==> config.mk <==
export PLATFORM = sky130hd
export DESIGN_NAME = perceptron_sum
export DESIGN_NICKNAME = d
export VERILOG_FILES = /design/src/rtl/perceptron_pkg.sv /design/src/rtl/perceptron_sum.sv
export SDC_FILE = /design/constraint.sdc
export NUM_CORES = 1
export LEC_CHECK = 0
export CAP_MARGIN = 20
export CORE_UTILIZATION = 60
export CTS_CLUSTER_DIAMETER = 50
export DETAILED_ROUTE_END_ITERATION = 10
export GPL_TIMING_DRIVEN = 0
export PLACE_DENSITY = 0.85
export SYNTH_ARGS = -nofsm -noshare
export SYNTH_HDL_FRONTEND = slang
export SYNTH_SLANG_ARGS = --single-unit
==> constraint.sdc <==
create_clock -name clock -period 17.95 [get_ports clock]
set_input_delay 1.795 -clock clock [delete_from_list [all_inputs] [get_ports clock]]
set_output_delay 1.795 -clock clock [all_outputs]
set_load 0.02 [all_outputs]
==> src/rtl/perceptron_pkg.sv <==
// Shared types, widths and saturation helpers for the perceptron sum stage.
package perceptron_pkg;

    typedef enum logic [1:0] {
        LOAD = 2'd0,
        ARG  = 2'd1,
        DLT  = 2'd2,
        UPD  = 2'd3
    } state_t;

    localparam int ACT_W    = 8;
    localparam int ARG_W    = 16;
    localparam int WGT_W    = 8;
    // Callers sign-extend their operand to this width before saturating.
    localparam int SAT_IN_W = 32;

    function automatic logic signed [WGT_W-1:0] sat8(input logic signed [SAT_IN_W-1:0] v);
        logic signed [WGT_W-1:0] r;
        if (v > 32'sd127) begin
            r = 8'sh7F;
        end else if (v < -32'sd128) begin
            r = 8'sh80;
        end else begin
            r = v[WGT_W-1:0];
        end
        return r;
    endfunction

    function automatic logic signed [ARG_W-1:0] sat16(input logic signed [SAT_IN_W-1:0] v);
        logic signed [ARG_W-1:0] r;
        if (v > 32'sd32767) begin
            r = 16'sh7FFF;
        end else if (v < -32'sd32768) begin
            r = 16'sh8000;
        end else begin
            r = v[ARG_W-1:0];
        end
        return r;
    endfunction

endpackage

==> src/rtl/perceptron_sum.sv <==
// Serial weighted sum plus bias with a perceptron weight/bias update in
// training mode; the update walks one weight per cycle.
module perceptron_sum
    import perceptron_pkg::*;
#(
    parameter int N    = 4,
    parameter int RATE = 4
) (
    input  logic              clock,
    input  logic              reset,
    input  logic              train,
    input  logic              input_valid,
    input  logic [ACT_W-1:0]  input_data,
    output logic              input_ready,
    output logic              argument_valid,
    output logic [ARG_W-1:0]  argument_data,
    input  logic              argument_ready,
    input  logic              delta_valid,
    input  logic [ARG_W-1:0]  delta_data,
    output logic              delta_ready
);

    localparam int IDX_W = (N > 1) ? $clog2(N) : 1;
    localparam int ACC_W = ARG_W + $clog2(N) + 2;
    localparam int PRD_W = ACT_W + WGT_W + 1;
    localparam int UPD_W = ARG_W + ACT_W + 1;

    state_t                   state_r;
    state_t                   state_next_s;
    logic signed [WGT_W-1:0]  w_r [N];
    logic [ACT_W-1:0]         x_r [N];
    logic signed [ARG_W-1:0]  bias_r;
    logic signed [ACC_W-1:0]  acc_r;
    logic [IDX_W-1:0]         idx_r;
    logic                     train_r;
    logic signed [ARG_W-1:0]  delta_r;
    logic                     argument_valid_r;
    logic signed [ARG_W-1:0]  argument_data_r;
    logic                     input_ready_r;
    logic                     delta_ready_r;

    logic                     in_hs_s;
    logic                     arg_hs_s;
    logic                     dlt_hs_s;
    logic                     last_idx_s;
    logic signed [PRD_W-1:0]  prod_s;
    logic signed [ACC_W-1:0]  acc_sum_s;
    logic signed [UPD_W-1:0]  upd_prod_s;
    logic signed [UPD_W-1:0]  upd_shift_s;
    logic signed [SAT_IN_W-1:0] w_sum_s;
    logic signed [SAT_IN_W-1:0] bias_sum_s;

    assign input_ready    = input_ready_r;
    assign delta_ready    = delta_ready_r;
    assign argument_valid = argument_valid_r;
    assign argument_data  = argument_data_r;

    assign in_hs_s    = input_valid & input_ready_r;
    assign arg_hs_s   = argument_valid_r & argument_ready;
    assign dlt_hs_s   = delta_valid & delta_ready_r;
    assign last_idx_s = (idx_r == IDX_W'(N - 1));

    // Datapath: MAC term for LOAD and the per-weight / bias update terms for UPD.
    always_comb begin
        prod_s      = $signed(w_r[idx_r]) * $signed({1'b0, input_data});
        acc_sum_s   = acc_r + ACC_W'(prod_s);
        upd_prod_s  = delta_r * $signed({1'b0, x_r[idx_r]});
        upd_shift_s = upd_prod_s >>> RATE;
        w_sum_s     = SAT_IN_W'(w_r[idx_r]) + SAT_IN_W'(upd_shift_s);
        bias_sum_s  = SAT_IN_W'(bias_r) + SAT_IN_W'(delta_r >>> RATE);
    end

    // Next-state decode.
    always_comb begin
        state_next_s = state_r;
        case (state_r)
            LOAD: begin
                if (in_hs_s && last_idx_s) begin
                    state_next_s = ARG;
                end else begin
                    state_next_s = LOAD;
                end
            end
            ARG: begin
                if (arg_hs_s) begin
                    state_next_s = train ? DLT : LOAD;
                end else begin
                    state_next_s = ARG;
                end
            end
            DLT: begin
                if (dlt_hs_s) begin
                    state_next_s = UPD;
                end else begin
                    state_next_s = DLT;
                end
            end
            UPD: begin
                if (last_idx_s) begin
                    state_next_s = LOAD;
                end else begin
                    state_next_s = UPD;
                end
            end
            default: state_next_s = LOAD;
        endcase
    end

    // State, handshake flags and the whole storage set; reset discards any partial sample.
    always_ff @(posedge clock) begin
        if (reset) begin
            state_r          <= LOAD;
            idx_r            <= {IDX_W{1'b0}};
            acc_r            <= {ACC_W{1'b0}};
            bias_r           <= 16'sd0;
            train_r          <= 1'b0;
            delta_r          <= 16'sd0;
            argument_valid_r <= 1'b0;
            argument_data_r  <= 16'sd0;
            input_ready_r    <= 1'b1;
            delta_ready_r    <= 1'b0;
            for (int i = 0; i < N; i++) begin
                w_r[i] <= 8'sd0;
                x_r[i] <= 8'd0;
            end
        end else begin
            state_r       <= state_next_s;
            input_ready_r <= (state_next_s == LOAD);
            delta_ready_r <= (state_next_s == DLT);
            case (state_r)
                LOAD: begin
                    if (in_hs_s) begin
                        x_r[idx_r] <= input_data;
                        acc_r      <= acc_sum_s;
                        if (last_idx_s) begin
                            argument_valid_r <= 1'b1;
                            argument_data_r  <= sat16(SAT_IN_W'(acc_sum_s));
                            idx_r            <= {IDX_W{1'b0}};
                        end else begin
                            idx_r <= idx_r + IDX_W'(1);
                        end
                    end
                end
                ARG: begin
                    if (arg_hs_s) begin
                        argument_valid_r <= 1'b0;
                        train_r          <= train;
                        if (!train) begin
                            acc_r <= ACC_W'(bias_r);
                        end
                    end
                end
                DLT: begin
                    if (dlt_hs_s) begin
                        delta_r <= $signed(delta_data);
                        idx_r   <= {IDX_W{1'b0}};
                    end
                end
                UPD: begin
                    // Only a sample latched as training may touch the weights.
                    if (train_r) begin
                        w_r[idx_r] <= sat8(w_sum_s);
                        if (idx_r == {IDX_W{1'b0}}) begin
                            bias_r <= sat16(bias_sum_s);
                        end
                    end
                    if (last_idx_s) begin
                        idx_r <= {IDX_W{1'b0}};
                        acc_r <= ACC_W'(bias_r);
                    end else begin
                        idx_r <= idx_r + IDX_W'(1);
                    end
                end
                default: begin
                    idx_r <= {IDX_W{1'b0}};
                end
            endcase
        end
    end

endmodule

# Yosys cells after proc, flatten, opt, wreduce, memory -nomap -nowiden
# Memories as Yosys holds them, arrays and structs flattened. A register that Yosys moved wholly into a read port is not among the register bits.
# Cells that the tools add are included.
# Widths: inputs -> output; s select.
# classes
n_eq_ne	11
addsub	4
n_mux	48
mul	2
n_reduce_logical	16
n_bitwise	3
n_lt_le_gt_ge	6
# op_table
cell	n
$mux 20	4
$mux 16	4
$pmux 20 s3	1
$mux 8	7
$mul 16x9->25	1
$mux 2	12
$add 8x21->22	1
$gt 22x8->1 const B	1
$lt 22x8->1 const B	1
$add 20x17->20	1
$gt 20x16->1 const B	1
$lt 20x16->1 const B	1
$add 16x12->17	1
$gt 17x16->1 const B	1
$lt 17x16->1 const B	1
$mul 8x9->17	1
$mux 1	17
$reduce_or 8->1	2
$ne 2x2->1 const B	6
$reduce_and 3->1	3
$eq 2x2->1 const B	4
$pmux 2 s4	1
$logic_not 2->1	3
$pmux 2 s3	1
other kinds (10)	14
# totals
output_inout_bits	19
ff_bits	76
input_bits	30
ramBits	64
n_memories	2
wordCells	102
# mem_list
name	words	word_bits	read_ports	rd_clocked_by_memory_dff	write_ports	line	text
w_r	4	8	1	1	4	perceptron_sum.sv:30	logic signed [WGT_W-1:0] w_r [N];
x_r	4	8	1	1	4	perceptron_sum.sv:31	logic [ACT_W-1:0] x_r [N];

# Logic depth before layout (Yosys ltp)
# depth
depth_word	9
ltp_mapped	34
depth_no_buf	30

# Least setup slack after synthesis
# OpenSTA, ideal clock, no wires.
# synth_timing
path_type	register to register
from	register with a tool-made name
to	memory w_r[1][1] (data pin)
stages_incl_launch_ff	33
synth_period_minus_slack_ns	8.580
arrival_time_ns	8.310
path_buffers	5
setup_ns	0.270
t_required_ns	17.680
setup_slack_ns	9.370
path_cell_list	dfxtp_1 clkbuf_1 clkbuf_1 mux4_2 clkbuf_1 nand2_1 fa_1 inv_1 fa_1 inv_1 fa_1 inv_1 fa_1 ha_1 and2_1 a311o_1 o41ai_1 o21ai_0 a21oi_1 a21oi_1 a21oi_1 xnor2_1 ha_1 clkbuf_1 nand2_1 o21ai_0 or3_1 o211ai_1 o2111ai_1 or4_1 buf_6 a21boi_2 nor3_1
# synth_rtl
element	line
end: declaration	perceptron_sum.sv:30

==> results.toml <==
[timing]
worst_slew_pin_slew_ns = 1.130
finClkSkew_ns = 0.01339
relSlewSlack_pct = 24.09
setup_violations = 0
min_period_ns = 10.04
clock.fmax_mhz = 99.64
grt_setup_unrepaired = "no"
tns_ns = 0
maxSlewViolCount = 0
period_share_pct = 55.91
hold_violations = 0

[clock_tree]
cts.sinks = 142
postCtsSetupRepairBufs = 0
cts_resized = 0
clkSlewWorstSetupHoldPaths_ns = 0.06
cts_made_buffers = 17
clkLatencyLatePin_ns = 0.44
cts_tree = "yes"
hold_buffers = 0
clockBufferDepth = 2
htree_levels = 4
cts_root_buf = "clkbuf_16"

[setup_path]
r2r_setup_slack_ns = 7.91
end_kind = "register"
crit_end = "w_r[0][0]"
required_ns = 18.21
worst_r2r_path_depth = 32
crit_top_cell = "clkbuf_1"
crit_fanout = 10
path_class = "reg -> reg"
r2r_end = "w_r[0][0]"
start_kind = "register"
crit_slowest_cell = "clkbuf_1"
crit_path_max_incr_delay_ns = 0.69
crit_arrival_ns = 10.30

[pwr]
power.share.sequential_pct = 23.5
power.density_nw_per_um2 = 92.94
clkPwrFrac_pct = 24.0
p_sw_mw = 0.6665
netSwitchingFraction_pct = 41.66
p_int_mw = 0.9335
pwr-share-comb_pct = 52.6
peakVddDrop_v = 0.0001010
leakagePower_nw = 7.931

[die]
pin_count = 49
rows = 58
die_w_um = 163.8
die_h_um = 163.8
floorplan.initialDensity_pct = 61.80
coreArea_um2 = 25400
die_area_um2 = 26810

[run_status]
status = "finished, final reports clean"

[yosys]
synth_cell_types = 71
syn_nets = 2073
ys_seq_area_share_pct = 22.19
yosys_register_bits = 142
yosys_warnings = 0
synth-main-ff-cell = "dfxtp_1"
synth_edf_count = 64
syn_inst = 1737
syn-cell-area_um2 = 15700
avgSynthCellArea_um2 = 9.037
synthArstFlopShare_pct = 0

[grt]
antenna_found_initial = 0
busiest_layer = "met2"
grt_use_met1_pct = 39.25
grt_max_degree = 33
grt_first_pass_wirelength_um = 64140
grt_pass1_vias = 13009
grt_util_met2_pct = 50.87
grt.overflow.total = 0
use_met3_pct = 5.455
grt.total_usage_pct = 30.80

[drt]
dr.first_iter.drc_count = 1045
vias = 12815
firstDrtPassIters = 5
via_per_inst = 5.969
wl_per_cell_um = 18.48
drc_errors = 0
routed_wl_um = 39670
drtAntennaViolNets = 0

[final_layout]
final_common_cell = "inv_1"
final_nets = 2140
antenna_cells = 0
final_cell_area_um2 = 17220
n_fill_cell = 1908
layout_common_cells = "inv_1 (238), nand2_1 (172), fa_1 (156)"
syn2layout_area_growth_pct = 9.669
multi_input_area_um2 = 11020
drive_gt1_share_pct = 4.073
seqCellArea_um2 = 3483

[placement]
port_buffers = 47
place_hpwl_um = 31550
dpl_cell_area_um2 = 16590
place_congestion = 0.9072

[worst_hold_path]
hp-class = "reg -> reg"

[job]
drv_cap = 0
==> cells in the mapped netlist (9+ instances only) <==
| cell type | n | area share [%] |
|---|---|---|
| fa_1 | 156 | 20 |
| o21bai_1 | 9 | 0.43 |
| a21oi_1 | 89 | 2.8 |
| nand3_1 | 21 | 0.67 |
| mux4_2 | 16 | 2.3 |
| nand2b_1 | 26 | 1.0 |
| ha_1 | 150 | 12 |
| a211oi_1 | 47 | 2.2 |
| nor2_1 | 93 | 2.2 |
| a21o_1 | 25 | 1.2 |
| buf_1 | 11 | 0.26 |
| and2_1 | 136 | 5.4 |
| o211ai_1 | 12 | 0.57 |
| nor3_1 | 50 | 1.6 |
| mux2i_1 | 11 | 0.70 |
| xnor2_1 | 44 | 2.5 |
| xor2_1 | 13 | 0.73 |
| edfxtp_1 | 64 | 12 |
| nand2_1 | 172 | 4.1 |
| a31oi_1 | 9 | 0.36 |
| nor2b_1 | 14 | 0.56 |
| and3_1 | 20 | 0.80 |
| clkbuf_1 | 61 | 1.5 |
| o21a_1 | 21 | 1.0 |
| dfxtp_1 | 78 | 9.9 |
| o21ai_0 | 52 | 1.7 |
| inv_1 | 238 | 5.7 |
==> stage by stage <==
step	power [mW]	hold slack [ns]	cells	worst slack (ns)	utilization, %
2_1_floorplan	0.9971	0.4319	1737	9.370	-
3_3_place_gp	1.156	0.4417	2114	8.092	65.28
3_5_place_dp	1.190	0.4521	2115	7.950	65.30
4_1_cts	1.582	0.4714	2147	7.923	67.78
5_1_grt	1.704	0.4907	2147	7.322	67.78
6_report	1.600	0.4737	2147	7.914	67.78
==> registers in the layout, indices dropped and copies added (netlist names), named ones only <==
name,count
acc_r,20
argument_data,16
argument_valid,1
bias_r,16
delta_r,16
delta_ready,1
idx_r,2
input_ready,1
state_r,2
train_r,1
w_r,32
x_r,32
==> layout make-up <==
| cell class | count | area share, % |
|---|---|---|
| multi-input cells | 1282 | 64.03 |
| flip-flops and latches | 142 | 20.23 |
| inverters | 238 | 5.189 |
| repair buffers | 48 | 2.762 |
| clock buffers | 19 | 2.573 |
| well taps | 330 | 2.398 |
| plain buffers | 75 | 1.730 |
| clock inverters | 13 | 1.083 |
==> layer usage <==
layer	wire, µm	share of wire, %	up-vias
li1	-	-	5976
met1	16050	40	6205
met2	18960	48	519
met3	3038	7.7	115
met4	1628	4.1	0
met5	0	0	-
==> power by group through the flow <==
stage | logic [mW] | clock network, mW | registers, mW
after floorplan | 0.621 | 0 | 0.376
after CTS | 0.825 | 0.381 | 0.376
final | 0.841 | 0.383 | 0.376
after global placement | 0.775 | 0 | 0.381
after detailed placement | 0.807 | 0 | 0.382
after global routing | 0.931 | 0.395 | 0.377
==> how the worst min path moves through the flow <==
stage / start / endpoint / slack [ns] / cells after the start
after floorplan: train_r / train_r / 0.43 / 2
after global placement: train_r / train_r / 0.44 / 2
after detailed placement: train_r / train_r / 0.45 / 2
after CTS: argument_data[15] / argument_data[15] / 0.47 / 2
after global routing: argument_data[15] / argument_data[15] / 0.49 / 2
final: argument_data[15] / argument_data[15] / 0.47 / 2
==> cell families after synthesis <==
logic type                 Yosys count  share of synthesized area (%)
and+or+nand+nor                    570                          18.17
xor gates and xnor gates            57                          3.180
adders and majority gates          306                          31.85
buffers and inverters              313                          7.588
DFF                                142                          22.19
muxes                               28                          3.069
AOI/OAI and AO/OA                  321                          13.95
==> worst max-delay path: cells and delay by family (launching register included) <==
kind | cells | cell delay, ns
and+or+nand+nor | 5 | 0.92
adders and majority gates | 6 | 2.61
muxes | 2 | 0.91
buffers and inverters | 8 | 2.30
xor gates and xnor gates | 1 | 0.10
DFF | 1 | 0.31
AOI/OAI and AO/OA | 10 | 2.68
Note: power is estimated with default switching activity, not from simulation.
==> patch, RTL diff (same settings) <==
`WGT_W`: 8 -> 9.
--- a/src/rtl/perceptron_pkg.sv
+++ b/src/rtl/perceptron_pkg.sv
@@ -12,3 +12,3 @@
     localparam int ARG_W    = 16;
-    localparam int WGT_W    = 8;
+    localparam int WGT_W    = 9;
     // Callers sign-extend their operand to this width before saturating.
Formal check against the unedited RTL: no difference found for any inputs over 10 cycles, from zero or initial values and one cycle with reset high; that may be too few to reach the edited logic, so the function may still have changed.
==> patch against the unedited design <==
  * Critical path depth rose by 1
  * Total power rose by 15%
  * First-iteration DRC count fell by 3.3%
  * Design area rose by 3.1%
  * Worst setup slack improved by 0.32 ns
  * Highest routed layer unchanged
  * Sequential cell count rose by 4
  * Routed wire length fell by 0.38%
  * Synthesized area rose by 3.6%
  * Worst hold slack improved by 0.038 ns
==> patch: results <==
metrics = {
    "clock_tree": {
        "worst_skew_pair.late_latency_ns": 0.44,
        "ctsRootBufferMaster": "clkbuf_16",
        "post_cts_resized": 0,
        "clkTransAtPathRegs_ns": 0.07,
        "h-tree-depth": 4,
        "postCtsSetupBuffers": 0,
        "cts_buffers": 17,
        "clock_path_buffers": 2,
    },
    "place": {
        "buffer_ports.inserted": 47,
        "post-dp-hpwl_um": 31300,
        "routabilityCongestion": 0.909,
        "dpl_worst_slack_ns": 8.22,
        "placedInstanceArea_um2": 17200,
    },
    "synth": {
        "synth_fp_nets": 2115,
        "synth-edff-count": 68,
        "netlist_top_cells_count": "inv_1, fa_1, nand2_1",
        "ys_seq_area_share_pct": 22.2,
        "synthArstFlopShare_pct": 0,
        "yosys_most_used_dff": "dfxtp_1",
        "yosys-top-cells-area": "fa_1, edfxtp_1, ha_1, dfxtp_1, inv_1",
        "postSynthAreaPerCell_um2": 9.20,
        "yosysUniqueCellTypes": 81,
        "synth-warning-count": 0,
    },
    "global_routing": {
        "antenna_found_initial": 0,
        "grt_pass1_wl_um": 65400,
        "grt_util_all_layers_pct": 29.5,
        "largest_net_degree_at_the_start_of_global_routing": 26,
    },
    "worst_setup_path": {
        "cp.arrival_ns": 9.99,
        "timing.critical_path.fanout_max": 10,
        "cp_slowest_stage_delay_ns": 0.72,
        "cp_slowest_cell": "clkbuf_1",
    },
    "cells_and_area": {
        "nNetsFinal": 2183,
        "largest_registers": "w_r x36, x_r x32, acc_r x20",
        "diodes": 0,
        "fraction_of_layout_cells_with_a_size_suffix_above_1_pct": 5.08,
    },
    "power_and_ir_drop": {
        "max-vdd-ir-drop_mv": 0.367,
        "power_frac_clock_pct": 19.6,
        "power.share.combinational_pct": 59.2,
        "cell_internal_pwr_w": 0.00100,
        "power.leakage_nw": 8.24,
    },
    "route": {
        "mean_number_of_vias_per_cell": 5.98,
        "iteration_0_drc_count_of_the_detailed_router": 1010,
        "drt_first_pass_iters": 6,
        "total_vias_in_the_final_route": 13067,
        "detail_route.wirelength_um": 39500,
    },
    "sta": {
        "timing.clock.skew_ns": 0.0186,
        "timing.slew.headroom_pct": 24.9,
        "final-hold-violation-count": 0,
    },
    "run_status": {
        "run_status": "finished, final reports clean",
    },
    "min_path": {
        "hold_path_class": "reg -> reg",
    },
}
patch: changes by cell type after synthesis, sizes merged, moves of 25 or more:
cell,delta
fa,+26
a21oi,+39
nor3,-33
a211oi,-31
inv,+25
o21ai,+36
patch: logic make-up after synthesis:
family	after synthesis	synth area share, %
and+or+nand+nor	515	16.0
AOI/OAI and AO/OA	356	14.2
buffers and inverters	336	7.99
adders and majority gates	319	32.9
DFF	146	22.2
xor gates and xnor gates	65	3.50
muxes	31	3.22
patch: metal layers:
metal	vias up	wire length, µm	GRT usage, %
met5	-	0	0
met4	0	1560	13.6
met3	125	2560	4.02
met2	511	19700	52.0
met1	6386	15700	35.8
li1	6045	-	-
patch: final cells by class:
class	count	area (µm²)
multi-input cells	1286	11400
fillers	1975	8600
flip-flops and latches	146	3600
inverters	263	987
repair buffers	49	483
clock buffers	18	450
well taps	335	419
plain buffers	73	312
clock inverters	14	140
patch: final timing paths:
path / end / start / depth (start not counted) / slack (ns)
worst max-delay path: w_r[0][3] / flip-flop / 33 / 8.23
worst min-delay path: train_r / train_r / 2 / 0.51
worst max register to register: w_r[0][3] / flip-flop / 33 / 8.23
worst min register to register: train_r / train_r / 2 / 0.51
patch: worst max-delay path, delay by kind of cell (launching register included):
kind / cells / cell delay [ns]
AOI/OAI and AO/OA: 13 / 3.10
buffers and inverters: 8 / 2.40
adders and majority gates: 6 / 2.39
muxes: 1 / 0.70
and+or+nand+nor: 4 / 0.54
DFF: 1 / 0.31
xor gates and xnor gates: 1 / 0.10
patch: metrics by stage:
stage	total power, W	hold WS, ns
2_1_floorplan	0.00121	0.460
4_1_cts	0.00183	0.513
5_1_grt	0.00199	0.548
3_5_place_dp	0.00147	0.493
3_3_place_gp	0.00142	0.480
6_report	0.00185	0.511
